## src/rtl/mem_port_arbiter.sv

```systemverilog
// mem_port_arbiter: grants one shared synchronous memory to the fetch or data port.
// Define MEM_ARB_FAIRNESS_EN to bound how many data grants may pass a waiting fetch.
module mem_port_arbiter #(
   parameter int ADDR_W     = 10,
   parameter int DATA_W     = 32,
   parameter int WAIT_CYC   = 1,
   parameter int STARVE_MAX = 4
) (
   input  logic              clk,
   input  logic              rst,
   input  logic              if_req,
   input  logic [ADDR_W-1:0] if_addr,
   output logic              if_ack,
   output logic [DATA_W-1:0] if_rdata,
   input  logic              d_req,
   input  logic              d_we,
   input  logic [ADDR_W-1:0] d_addr,
   input  logic [DATA_W-1:0] d_wdata,
   output logic              d_ack,
   output logic [DATA_W-1:0] d_rdata,
   output logic              mem_en,
   output logic              mem_we,
   output logic [ADDR_W-1:0] mem_addr,
   output logic [DATA_W-1:0] mem_wdata,
   input  logic [DATA_W-1:0] mem_rdata,
   output logic              gnt_d,
   output logic              busy,
   output logic [1:0]        dbg_state
);

   // Handshake: a requester raises req with stable addr/we/wdata and holds them
   // until its one-cycle ack; requests are only sampled while the FSM is IDLE.
   typedef enum logic [1:0] {
      IDLE   = 2'd0,
      ACCESS = 2'd1,
      RESP   = 2'd2
   } state_t;

   localparam int CNT_W = (WAIT_CYC < 2) ? 1 : $clog2(WAIT_CYC + 1);
   localparam logic [CNT_W-1:0] CNT_LAST = CNT_W'(WAIT_CYC);

   state_t            state_q, state_d;
   logic [CNT_W-1:0]  wait_cnt_q, wait_cnt_d;
   logic              start, finish, grant_data, fetch_forced;

   logic              gnt_d_q;
   logic              mem_en_q;
   logic              mem_we_q;
   logic [ADDR_W-1:0] addr_q;
   logic [DATA_W-1:0] wdata_q;
   logic              if_ack_q, d_ack_q, busy_q;
   logic [DATA_W-1:0] if_rdata_q, d_rdata_q;

`ifdef MEM_ARB_FAIRNESS_EN
   localparam int STARVE_W = $clog2(STARVE_MAX + 1);
   localparam logic [STARVE_W-1:0] STARVE_LIM = STARVE_W'(STARVE_MAX);

   logic [STARVE_W-1:0] starve_cnt_q, starve_cnt_d;

   assign fetch_forced = if_req && d_req && (starve_cnt_q == STARVE_LIM);

   // Counts data grants that overtook a pending fetch; any fetch grant clears it.
   always_comb begin
      starve_cnt_d = starve_cnt_q;
      if (start) begin
         if (!grant_data) begin
            starve_cnt_d = '0;
         end else if (if_req && (starve_cnt_q != STARVE_LIM)) begin
            starve_cnt_d = starve_cnt_q + 1'b1;
         end
      end
   end

   always_ff @(posedge clk) begin
      if (rst) begin
         starve_cnt_q <= '0;
      end else begin
         starve_cnt_q <= starve_cnt_d;
      end
   end
`else
   assign fetch_forced = 1'b0;
`endif

   always_comb begin
      state_d    = state_q;
      wait_cnt_d = wait_cnt_q;
      start      = 1'b0;
      finish     = 1'b0;
      grant_data = 1'b0;
      case (state_q)
         IDLE: begin
            if (if_req || d_req) begin
               start      = 1'b1;
               grant_data = d_req && !fetch_forced;
               wait_cnt_d = '0;
               state_d    = ACCESS;
            end
         end
         ACCESS: begin
            if (wait_cnt_q == CNT_LAST) begin
               finish     = 1'b1;
               wait_cnt_d = '0;
               state_d    = RESP;
            end else begin
               wait_cnt_d = wait_cnt_q + 1'b1;
            end
         end
         RESP: begin
            state_d = IDLE;
         end
         default: begin
            state_d    = IDLE;
            wait_cnt_d = '0;
         end
      endcase
   end

   always_ff @(posedge clk) begin
      if (rst) begin
         state_q    <= IDLE;
         wait_cnt_q <= '0;
      end else begin
         state_q    <= state_d;
         wait_cnt_q <= wait_cnt_d;
      end
   end

   // All outputs come from registers loaded off the next-state decision.
   always_ff @(posedge clk) begin
      if (rst) begin
         gnt_d_q    <= 1'b0;
         mem_en_q   <= 1'b0;
         mem_we_q   <= 1'b0;
         addr_q     <= '0;
         wdata_q    <= '0;
         if_ack_q   <= 1'b0;
         d_ack_q    <= 1'b0;
         busy_q     <= 1'b0;
         if_rdata_q <= '0;
         d_rdata_q  <= '0;
      end else begin
         mem_en_q <= start;
         busy_q   <= (state_d != IDLE);
         if_ack_q <= finish && !gnt_d_q;
         d_ack_q  <= finish && gnt_d_q;
         if (start) begin
            gnt_d_q  <= grant_data;
            mem_we_q <= grant_data && d_we;
            addr_q   <= grant_data ? d_addr : if_addr;
            wdata_q  <= grant_data ? d_wdata : '0;
         end
         if (finish) begin
            mem_we_q <= 1'b0;
            if (!mem_we_q) begin
               if (gnt_d_q) begin
                  d_rdata_q <= mem_rdata;
               end else begin
                  if_rdata_q <= mem_rdata;
               end
            end
         end
         if (state_q == RESP) begin
            gnt_d_q <= 1'b0;
         end
      end
   end

   assign if_ack    = if_ack_q;
   assign if_rdata  = if_rdata_q;
   assign d_ack     = d_ack_q;
   assign d_rdata   = d_rdata_q;
   assign mem_en    = mem_en_q;
   assign mem_we    = mem_we_q;
   assign mem_addr  = addr_q;
   assign mem_wdata = wdata_q;
   assign gnt_d     = gnt_d_q;
   assign busy      = busy_q;
   assign dbg_state = state_q;

endmodule

```

## config.mk

```make
export PLATFORM = sky130hd
export DESIGN_NAME = mem_port_arbiter
export DESIGN_NICKNAME = d
export VERILOG_FILES = /design/src/rtl/mem_port_arbiter.sv
export SDC_FILE = /design/constraint.sdc
export NUM_CORES = 1
export LEC_CHECK = 0
export ABC_AREA = 0
export CAP_MARGIN = 20
export CORE_MARGIN = 2
export CORE_UTILIZATION = 55
export DETAILED_ROUTE_END_ITERATION = 8
export DONT_BUFFER_PORTS = 1
export HOLD_SLACK_MARGIN = 0.15
export MAX_ROUTING_LAYER = met4
export PLACE_DENSITY = 0.7
export SLEW_MARGIN = 40
export SYNTH_ARGS = -nofsm -noshare
export SYNTH_HDL_FRONTEND = slang
export SYNTH_SLANG_ARGS = --single-unit
export TNS_END_PERCENT = 20
```

## constraint.sdc

```tcl
create_clock -name clk -period 1.9 [get_ports clk]
set_input_delay 0.38 -clock clk [delete_from_list [all_inputs] [get_ports clk]]
set_output_delay 0.38 -clock clk [all_outputs]
set_load 0.01 [all_outputs]
```

==> impl_metrics.ini, run 1 <==
[logic_synthesis]
syn_area_um2 = 4560
syn_inst = 465
yosysTopAreaCell = dfxtp_1
synth_compound_area_share_pct = 10.8
synth_top_family_by_area = simple AND/OR/NAND/NOR gates
synth_adder_area_share_pct = 0
synth_area_per_cell_um2 = 9.80
synth_top_area_share_pct = 50.5
synth_seq_cells = 115
synthMuxAreaShare_pct = 16.3
synth_area_leaders = dfxtp_1 51%, mux2i_1 16%, nand2b_1 13%, a21oi_1 5.1%, o21ai_0 3.6%
seq_area_frac_synth_pct = 50.5
synth_simple_gate_area_share_pct = 18.5
synth_nets = 554
synth_xor_area_share_pct = 0
yosysWarnings = 0
synth_cell_types = 24

[clocking]
root_buffer = clkbuf_8
post_cts_resized = 0
clock_path_buffers = 2
cts_sinks = 115
hold_buffers = 115
numCtsBuffers = 17
post_cts_buffers = 0
htree_levels = 4

[outcome]
tool.error = [ERROR RSZ-0060] Max buffer count reached.
status = aborted with a tool error
failed_stage = clock tree synthesis (4_1_cts)

[placed_design]
dp_cells = 543
place_hpwl_um = 6410
port_buffers = 0
place.gp.congestion = 0.766

[floorplan]
die_y_um = 95.0
initial_core_util_pct = 56.0
dieWidth_um = 95.0
rows = 33
ioPinCount = 203
[logic make-up after synthesis]
| kind of cell | Yosys count |
|---|---|
| muxes | 74 |
| DFF | 115 |
| and+or+nand+nor | 146 |
| buffers and inverters | 38 |
| AOI/OAI and AO/OA | 92 |
[metrics by stage]
stage	setup WS, ns	cell area (µm²)
after floorplan	0.368	4560
after global placement	0.306	4630
after detailed placement	0.271	4630
[cell usage after synthesis (all sizes together)]
master	instances
o21ai	33
nand2b	97
a211oi	11
or3	1
and2	1
inv	1
a21oi	46
nand3b	1
nor2	6
clkbuf	26
mux2i	74
nor3b	1
or3b	1
nor3	2
o211ai	1
dfxtp	115
nand2	34
o21bai	1
buf	11
or2	2
==> run 2, diff against run 1 <==
--- a/config.mk
+++ b/config.mk
@@ -8,12 +8,10 @@
 export ABC_AREA = 0
 export CAP_MARGIN = 20
 export CORE_MARGIN = 2
-export CORE_UTILIZATION = 55
+export CORE_UTILIZATION = 40
 export DETAILED_ROUTE_END_ITERATION = 8
 export DONT_BUFFER_PORTS = 1
-export HOLD_SLACK_MARGIN = 0.15
-export MAX_ROUTING_LAYER = met4
-export PLACE_DENSITY = 0.7
+export PLACE_DENSITY_LB_ADDON = 0.15
 export SLEW_MARGIN = 40
 export SYNTH_ARGS = -nofsm -noshare
 export SYNTH_HDL_FRONTEND = slang
==> run 2 against run 1 <==
The flow now finishes without violations. Synthesized cell count is the same. Area after synthesis stayed put.
==> impl_metrics.ini, run 2 <==
[layout]
multiInputGateArea_um2 = 2090
seq_area_um2 = 2300
layout_commonest_cell = dfxtp_1
drive_gt1_share_pct = 9.62
fin_nets = 544
layout_common_cells = 115 x dfxtp_1, 97 x nand2b_1, 74 x mux2i_1
area_growth_pct = 16.1
antenna_cells = 0
fillers = 1043

[worst_setup_path]
slowest_delay_ns = 0.51
path_cells = nand3b_4 > or3b_2 > buf_12 > mux2i_1
cp_max_fo = 32
cp_top_family = simple AND/OR/NAND/NOR gates
required_ns = 2.18
crit_type = flip-flop to flip-flop
cp-end-kind = flip-flop
arrival_ns = 1.80
crit_slowest_cell = or3b_2
cp-start-kind = flip-flop
cp_num_buf_inv = 1

[grt]
grt_overflow = 0
grt_pass1_vias = 3150
grt_util_all_layers_pct = 17.0
grt_antenna_before_repair = 0
grt_pass1_wl_um = 16600
grt_max_degree = 147

[timing]
setup_viol = 0
rsz0062_at_grt = false
hold_violations = 0
tns_ns = 0
skew_ns = 0.00478
worst_hold_slack_ns = 0.0826
max_clock_freq_ghz = 0.657
min_period_ns = 1.52
period_share_pct = 80.1
slew_headroom_pct = 72.1
drv_slew = 0
worstMarginPinSlew_ns = 0.419

[routing]
drt_iter0_drc = 198
drcViolationCount = 0
route.final.wire_length_um = 10300
vias = 3177
routed_via_density = 5.23
route.antenna.remaining_nets = 0
wire_per_inst_um = 16.9
drt_first_pass_iters = 4

[clocking]
post_cts_resized = 0
htree_levels = 4
post_cts_buffers = 0
hold_buffers = 0
cts_sinks = 115
root_buffer = clkbuf_16
cts_tree = yes
clk_pin_slew_ns = 0.05
numCtsBuffers = 17
clkLatencyLatePin_ns = 0.40
clock_path_buffers = 2

[outcome]
status = finished clean

[hold_path]
worst_hold_path_type = input port to flip-flop

[logic_synthesis]
syn_inst = 465
synth_commonest_cells = 115 x dfxtp_1, 97 x nand2b_1, 74 x mux2i_1
synth_area_leaders = dfxtp_1 51%, mux2i_1 16%, nand2b_1 13%, a21oi_1 5.1%, o21ai_0 3.6%
synth_edf_count = 0
synthFlopType = dfxtp_1
yosysWarnings = 0
synth_nets = 554
synthArstFlopShare_pct = 0
yosys.cell_count.top_type = dfxtp_1
synth_top_area_share_pct = 50.5
synth_area_per_cell_um2 = 9.80
yosysTopAreaCell = dfxtp_1
syn_area_um2 = 4560
seq_area_frac_synth_pct = 50.5
synth_seq_cells = 115
synth_cell_types = 24

[placed_design]
port_buffers = 0
place.gp.congestion = 0.730
place_hpwl_um = 6740

[floorplan]
die_y_um = 111
rows = 38
ioPinCount = 203
die_area_um2 = 12300
dieWidth_um = 111
fp.coreArea_um2 = 11000
initial_core_util_pct = 41.5

[power_and_ir_drop]
seqPwrFrac_pct = 41.3
p_leak_nw = 2.12
p_int_w = 0.00502
clkPwrFrac_pct = 53.5
swShare_pct = 21.3
power_frac_comb_pct = 5.2
powerDensity_nw_per_um2 = 1210
power_switching_w = 0.00136
ir_drop_uv = 949

[job]
cap_violations = 0
[run 2: cell type report]
class / count / share of cell area (%)
Clock inverter: 11 / 3.45
Tap cell: 140 / 3.31
Timing Repair Buffer: 8 / 1.61
Inverter: 1 / 0.0710
Clock buffer: 21 / 8.52
Sequential cell: 115 / 43.5
Multi-Input combinational cell: 312 / 39.5
[run 2: logic make-up after synthesis]
group                  after synthesis  synth area share [%]
AOI/OAI and AO/OA                   92                  10.8
buffers and inverters               38                  3.93
DFF                                115                  50.5
muxes                               74                  16.3
and+or+nand+nor                    146                  18.5
[run 2: power groups by stage]
stage	sequential [W]	combinational (W)	clock (W)
2_1_floorplan	0.00266	0.000301	0
3_3_place_gp	0.00268	0.000328	0
3_5_place_dp	0.00268	0.000338	0
4_1_cts	0.00263	0.000340	0.00348
5_1_grt	0.00264	0.000379	0.00360
6_report	0.00263	0.000335	0.00341
[run 2: routing by layer]
layer | wire length, µm | part of all wire (%) | track usage, %
met5 | 0 | 0 | 0
met3 | 1090 | 11 | 8.80
met2 | 4810 | 47 | 26.5
met1 | 4230 | 41 | 19.6
met4 | 159 | 1.5 | 7.00
[run 2: final timing paths]
| check | start | slack (ns) | to | cells past startpoint |
|---|---|---|---|---|
| hold reg to reg | if_rdata[24] | 0.52 | if_rdata[24] | 2 |
| setup / recovery | wait_cnt_q | 0.38 | d_rdata[9] | 4 |
| hold / removal | rst | 0.08 | mem_wdata[27] | 1 |
| setup reg to reg | wait_cnt_q | 0.38 | d_rdata[9] | 4 |
[run 2: worst reg2reg max path: cells and delay by family, from the launching register on]
family	cells	cell delay, ns
flip-flops	1	0.39
buffers and inverters	1	0.21
multiplexers	1	0.18
AND/OR/NAND/NOR	2	0.63
[run 2: per-stage QoR]
step / instances / power, W / instance area, µm² / util [%] / worst slack, ns
2_1_floorplan: 465 / 0.00296 / 4560 / - / 0.368
3_3_place_gp: 576 / 0.00301 / 4660 / 42.4 / 0.413
4_1_cts: 608 / 0.00645 / 5290 / 48.2 / 0.370
5_1_grt: 608 / 0.00662 / 5290 / 48.2 / 0.306
3_5_place_dp: 576 / 0.00302 / 4660 / 42.4 / 0.387
6_report: 608 / 0.00638 / 5290 / 48.2 / 0.378
Note: power is estimated with default switching activity, not from simulation.
